--- src/rtl/keyword_pkg.sv ---
// keyword_pkg: keyword code constants and sequencer FSM state encoding.
package keyword_pkg;
    typedef enum logic [3:0] {
        KW_SILENCE    = 4'd0,
        KW_WAKE       = 4'd1,
        KW_CMD_LIGHTS = 4'd2,
        KW_CMD_MUSIC  = 4'd3,
        KW_CMD_STOP   = 4'd4,
        KW_CMD_UP     = 4'd5,
        KW_CMD_DOWN   = 4'd6
    } keyword_t;

    typedef enum logic {
        ST_IDLE  = 1'b0,
        ST_ARMED = 1'b1
    } seq_state_t;
endpackage

--- src/rtl/cmd_fifo.sv ---
// cmd_fifo: power-of-two circular command queue with push/pop, full/empty and occupancy.
module cmd_fifo #(
    parameter int W     = 4,
    parameter int DEPTH = 4
) (
    input  logic                     clk,
    input  logic                     rst,
    input  logic                     push,
    input  logic                     pop,
    input  logic [W-1:0]             din,
    output logic [W-1:0]             dout,
    output logic                     full,
    output logic                     empty,
    output logic [$clog2(DEPTH):0]   count
);
    localparam int AW = $clog2(DEPTH);
    localparam int CW = AW + 1;
    logic [W-1:0]  r_mem [DEPTH];
    logic [AW-1:0] r_wr;
    logic [AW-1:0] r_rd;
    logic [CW-1:0] r_count;
    logic          w_push;
    logic          w_pop;
    assign w_pop  = pop && !empty;
    // a pop frees the slot in the same cycle, so a full queue can still accept
    assign w_push = push && (!full || w_pop);
    assign full   = r_count == CW'(DEPTH);
    assign empty  = r_count == '0;
    assign count  = r_count;
    assign dout   = r_mem[r_rd];
    always_ff @(posedge clk) begin
        if (w_push) r_mem[r_wr] <= din;
    end
    always_ff @(posedge clk or posedge rst) begin
        if (rst) begin
            r_wr    <= '0;
            r_rd    <= '0;
            r_count <= '0;
        end else begin
            r_wr    <= r_wr + AW'(w_push);
            r_rd    <= r_rd + AW'(w_pop);
            r_count <= r_count + CW'(w_push) - CW'(w_pop);
        end
    end
endmodule

--- src/rtl/keyword_command_sequencer.sv ---
// keyword_command_sequencer: wake keyword arms a timed window; the next keyword becomes a queued command.
module keyword_command_sequencer
    import keyword_pkg::*;
#(
    parameter logic [3:0] WAKE_CODE      = KW_WAKE,
    parameter logic [3:0] SILENCE_CODE   = KW_SILENCE,
    parameter int         TIMEOUT_CYCLES = 100_000_000,
    parameter int         FIFO_DEPTH     = 4
) (
    input  logic       clk,
    input  logic       rst,
    input  logic [3:0] keyword_in,
    output logic       cmd_valid,
    input  logic       cmd_ready,
    output logic [3:0] cmd_code,
    output logic       armed,
    output logic       timeout_pulse,
    output logic       drop_pulse
);
    localparam int TW = $clog2(TIMEOUT_CYCLES);
    localparam logic [TW-1:0] TIMER_LOAD = TW'(TIMEOUT_CYCLES - 1);
    seq_state_t                  r_state;
    logic [3:0]                  r_kw_prev;
    logic [TW-1:0]               r_timer;
    logic                        r_armed;
    logic                        r_timeout;
    logic                        r_drop;
    logic                        w_event;
    logic                        w_wake;
    logic                        w_push;
    logic                        w_pop;
    logic                        w_full;
    logic                        w_empty;
    logic [3:0]                  w_head;
    logic [$clog2(FIFO_DEPTH):0] w_count;
    // one event per transition into a non-silence code
    assign w_event = keyword_in != r_kw_prev && keyword_in != SILENCE_CODE;
    assign w_wake  = w_event && keyword_in == WAKE_CODE;
    assign w_push  = r_state == ST_ARMED && w_event && !w_wake;
    assign w_pop   = cmd_valid && cmd_ready;
    assign cmd_valid     = w_count != '0;
    assign cmd_code      = w_empty ? '0 : w_head;
    assign armed         = r_armed;
    assign timeout_pulse = r_timeout;
    assign drop_pulse    = r_drop;
    cmd_fifo #(.W(4), .DEPTH(FIFO_DEPTH)) u_fifo (
        .clk   (clk),
        .rst   (rst),
        .push  (w_push),
        .pop   (w_pop),
        .din   (keyword_in),
        .dout  (w_head),
        .full  (w_full),
        .empty (w_empty),
        .count (w_count)
    );
    always_ff @(posedge clk or posedge rst) begin
        if (rst) begin
            r_state   <= ST_IDLE;
            r_kw_prev <= SILENCE_CODE;
            r_timer   <= '0;
            r_armed   <= 1'b0;
            r_timeout <= 1'b0;
            r_drop    <= 1'b0;
        end else begin
            r_kw_prev <= keyword_in;
            r_timeout <= 1'b0;
            r_drop    <= w_push && w_full && !w_pop;
            if (r_state == ST_IDLE) begin
                if (w_wake) begin
                    r_state <= ST_ARMED;
                    r_timer <= TIMER_LOAD;
                    r_armed <= 1'b1;
                end
            end else if (w_wake) begin
                r_timer <= TIMER_LOAD;
            end else if (w_event) begin
                r_state <= ST_IDLE;
                r_armed <= 1'b0;
            end else if (r_timer != '0) begin
                r_timer <= r_timer - TW'(1);
            end else begin
                r_state   <= ST_IDLE;
                r_armed   <= 1'b0;
                r_timeout <= 1'b1;
            end
        end
    end
endmodule

--- config.mk ---
export PLATFORM = sky130hd
export DESIGN_NAME = keyword_command_sequencer
export DESIGN_NICKNAME = d
export VERILOG_FILES = /design/src/rtl/keyword_pkg.sv /design/src/rtl/cmd_fifo.sv /design/src/rtl/keyword_command_sequencer.sv
export SDC_FILE = /design/constraint.sdc
export NUM_CORES = 1
export LEC_CHECK = 0
export CORE_UTILIZATION = 50
export CTS_BUF_LIST = sky130_fd_sc_hd__clkbuf_8
export DETAILED_ROUTE_END_ITERATION = 10
export HOLD_SLACK_MARGIN = 0.03
export PLACE_DENSITY = 0.72
export SLEW_MARGIN = 20
export SYNTH_ARGS = -nofsm -noshare
export SYNTH_HDL_FRONTEND = slang
export SYNTH_HIERARCHICAL = 1
export SYNTH_SLANG_ARGS = --single-unit
--- constraint.sdc ---
create_clock -name clk -period 4.85 [get_ports clk]
set_input_delay 1.455 -clock clk [delete_from_list [all_inputs] [get_ports clk]]
set_output_delay 1.455 -clock clk [all_outputs]
set_load 0.02 [all_outputs]
==> impl_results.rst <==
.. list-table::
   :header-rows: 1

   * - Metric
     - Value
   * - DRT iter0 DRCs
     - 191
   * - Total clock sinks
     - 58
   * - Vert. Die Dim
     - approximately 79 um
   * - Synthesis warning total
     - 6
   * - Leakage component of the power
     - ~1.3 nW
   * - Post-synth net total
     - around 280
   * - Peak fanout along the critical path
     - 10
   * - Upper clock frequency limit
     - between 200 and 300 MHz
   * - Setup bufs post-CTS
     - 0
   * - Fill cells
     - approximately 440
   * - Kind of start point of the critical path
     - input port
   * - Type of element capturing the critical path
     - flop
   * - Slowest CP cell
     - sky130_fd_sc_hd__clkdlybuf4s50_1
   * - Yosys cell types
     - between 50 and 60
   * - Post-synthesis async set-or-reset flop share
     - 0.724
   * - Cell count after synthesis
     - ~270
   * - Horizontal die dimension
     - around 80 um
   * - Final total negative setup slack
     - 0 ps
   * - Overall via count from detail_route
     - 2,176
   * - Largest net degree at the start of global routing
     - 36
   * - Worst EP required
     - 5070 ps
   * - Cells along the critical path
     - clkdlybuf4s50_1 -> or2_2 -> a2111o_1 -> nand2_1 -> nor2_1 -> nor2b_1 -> ha_1 -> fa_1 -> xnor2_1 -> xnor2_1
   * - Drt wl/cell
     - between 15 and 20 um
   * - Multi-input logic area
     - between 1000 and 1500 um^2
   * - Max Root-Sink Buffers
     - 2
   * - Slew at the pin closest to its max-slew limit
     - just under 800 ps
   * - Type of the tightest min-delay check
     - flop to flop
   * - Via count normalized by instance count
     - approximately 6.0
   * - Main flop type after synthesis
     - sky130_fd_sc_hd__dfrtp_1
   * - Total inserted antenna cells
     - 0
   * - Area of the die
     - 6290 um^2
   * - Minimum clock period
     - around 3800 ps
   * - Vias in the first global route
     - 2,087
   * - Arrival time reported for the critical path endpoint
     - between 4000 and 5000 ps
   * - CP max stage delay
     - between 500 and 600 ps
   * - Unrepaired setup endpoints after global routing
     - false
   * - Flops & latches, synth
     - 58
   * - Number of buffers and inverters on the critical path
     - 1
   * - Standard-cell row count
     - 27
   * - Max Cap Violations
     - 0
   * - Outcome
     - finished clean
   * - Post-Syn Area
     - 2990 um^2
   * - Final GP Congestion
     - 0.836
   * - Max Transition Viols Final
     - 0
   * - CTS HTree Levels
     - 3
   * - Worst max-slew margin expressed relative to the limit
     - 0.478
   * - Post-Syn Area per Cell
     - between 10 and 15 um^2
   * - Areal power density over the cells
     - 408 nW/um^2
   * - Area added between synthesis and finish
     - 14.3%
   * - Worst vdd rail ir drop
     - 236 uV
   * - EDFF count, synth
     - 16
   * - Fin. Hold Viols
     - 0
   * - Placed wire-length estimate
     - slightly above 4 mm
   * - Port bufs
     - 14
   * - Share of layout cells above drive strength 1
     - 0.131
   * - DRC violations left
     - 0
   * - Number of resized instances in the post-cts repair step
     - 0
   * - Routed Wire Length
     - about 6 mm
   * - Layout Cell Area excl Fill
     - 3410 um^2
   * - Most frequent cell on the critical path
     - sky130_fd_sc_hd__xnor2_1
   * - Total global routing overflow
     - 0
   * - Later-pin clock latency in the skew report
     - roughly 330 ps
   * - Total power after layout
     - between 1 and 1.5 mW
   * - All-layer global routing usage
     - 0.215
   * - Crit Path Class
     - input port to flop
   * - Number of hold buffers added after cts
     - 0
   * - Initial core utilization
     - 0.530
   * - Top-level port count
     - 15
   * - Final Net Count
     - roughly 300
   * - DR pass1 iterations
     - 5
   * - Fin util
     - 0.605
   * - Clock root buffer
     - sky130_fd_sc_hd__clkbuf_8
   * - Worst Clk Skew
     - about 6.3 ps
   * - Post-detailed-route count of antenna-violating nets
     - 0
   * - Global-route wire length before repair
     - around 10 mm
   * - Top cell family by delay on the critical path
     - simple AND/OR/NAND/NOR gates
   * - Clock tree from TritonCTS
     - built
   * - Cell Area, Placed
     - between 3000 and 4000 um^2
   * - Setup-failing EPs final
     - 0
   * - Clock buffer count from CTS
     - 9
   * - Period utilisation layout
     - 0.788
   * - Number of antenna violations at the first check in global routing
     - 0
   * - Proportion of synthesized chip area in sequential cells
     - 0.513
   * - CORE AREA
     - between 5000 and 6000 um^2
   * - Clock-pin slew on the worst setup and hold paths
     - 60 ps
   * - Storage cell area
     - 1530 um^2
## registers in the layout (all words and copies together) (netlist names)
name	flops
drop_pulse	1
u_fifo/count	3
u_fifo/r_rd	2
u_fifo/r_mem	16
r_timer	27
r_state	1
armed	1
r_kw_prev	4
timeout_pulse	1
u_fifo/r_wr	2
## power by group
group | switching (mW) | internal, mW | total [mW]
logic | 0.134 | 0.158 | 0.292
clock network | 0.189 | 0.285 | 0.474
registers | 0.0750 | 0.554 | 0.629
## synth_stat cells, drive strengths merged, types with 3 or more instances
master   n  area share
dfrtp   42        0.35
mux2i    6       0.020
clkbuf   6      0.0075
a311oi   5       0.015
inv     14       0.018
a221o    4       0.013
a21oi    5       0.012
and2    10       0.021
nor2b    5       0.010
nand2   10       0.013
o21ai    5      0.0084
nand2b   3      0.0063
a211oi   3      0.0075
edfxtp  16        0.16
nor2    18       0.023
nor4b    3       0.011
buf      5       0.015
xnor2    4       0.012
nor3b    3      0.0075
or4      6       0.016
ha       4       0.017
a31oi    7       0.015
and3     3      0.0063
nor3    12       0.020
mux4     4       0.030
nor4    11       0.033
or2      4      0.0092
nand3    9       0.015
xor2     4       0.012
o31ai    4       0.010
or3      8       0.017
## worst paths after layout
kind	startpoint	end	slack (ps)	cells after the start
worst min register to register	r_timer[26]	r_timer[26]	490	1
min in group asynchronous	rst	u_fifo/r_rd[0]	1400	2
worst max-delay path	keyword_in[0]	u_fifo/count[2]	1030	10
max in group asynchronous	rst	r_timer[10]	2970	3
worst min-delay path	r_timer[26]	r_timer[26]	490	1
worst max register to register	r_timer[15]	r_timer[17]	1790	6
## area by class of cell
class,count,area share
multi-input combinational,182,0.394
clock buffer,9,0.0363
timing repair buffer,20,0.0542
tap,72,0.0264
sequential,58,0.449
clock inverter,7,0.0253
inverter,14,0.0154
## cells by family after synthesis
group	synth area share
compound gates	0.129
xor+xnor	0.0234
fa+ha+maj	0.0235
buf+inv	0.0398
flops	0.513
mux	0.0503
simple gates	0.222
## through the flow
step	cells	hold WS [ps]	setup slack, ps
finish	362	495	1030
floorplan	265	462	1380
global route	362	534	887
detailed placement	346	491	685
CTS	362	500	1030
global placement	346	489	760
## placed cells by master (no fill, tap or decap), types with 3 or more instances in the layout
cell,netlist,final
sky130_fd_sc_hd__a211oi_1,3,3
sky130_fd_sc_hd__a21oi_1,4,4
sky130_fd_sc_hd__a221o_1,4,4
sky130_fd_sc_hd__a311oi_1,5,5
sky130_fd_sc_hd__a31oi_1,7,7
sky130_fd_sc_hd__and2_1,10,10
sky130_fd_sc_hd__and3_1,3,3
sky130_fd_sc_hd__buf_4,0,6
sky130_fd_sc_hd__clkbuf_8,0,9
sky130_fd_sc_hd__clkdlybuf4s50_1,0,14
sky130_fd_sc_hd__dfrtp_1,42,42
sky130_fd_sc_hd__edfxtp_1,16,16
sky130_fd_sc_hd__ha_1,4,4
sky130_fd_sc_hd__inv_1,13,14
sky130_fd_sc_hd__mux2i_1,6,6
sky130_fd_sc_hd__mux4_2,4,4
sky130_fd_sc_hd__nand2_1,10,10
sky130_fd_sc_hd__nand2b_1,3,3
sky130_fd_sc_hd__nand3_1,9,9
sky130_fd_sc_hd__nor2_1,18,18
sky130_fd_sc_hd__nor2b_1,5,5
sky130_fd_sc_hd__nor3_1,12,12
sky130_fd_sc_hd__nor3b_1,3,3
sky130_fd_sc_hd__nor4_1,9,9
sky130_fd_sc_hd__o21ai_0,5,5
sky130_fd_sc_hd__o31ai_1,4,4
sky130_fd_sc_hd__or3_1,8,8
sky130_fd_sc_hd__or4_1,5,5
sky130_fd_sc_hd__xnor2_1,4,4
sky130_fd_sc_hd__xor2_1,4,4
## layer usage
metal	wire length [um]	vias to the layer above	share of wire	track usage
met1	2670	1077	0.44	0.270
met3	223	4	0.037	0.0586
met5	0	-	0	0
li1	-	1043	-	-
met2	3060	52	0.51	0.363
met4	54	0	0.0090	0.0564
## worst register-to-register path, stage by stage, from the launching register on
cell and delay [ps]:
sky130_fd_sc_hd__dfrtp_1 400, sky130_fd_sc_hd__or4_1 670, sky130_fd_sc_hd__or2_4 330, sky130_fd_sc_hd__nor4_4 700, sky130_fd_sc_hd__nor2_1 290, sky130_fd_sc_hd__buf_4 240
sky130_fd_sc_hd__a221o_1 310
(Power assumes the default switching activity.)
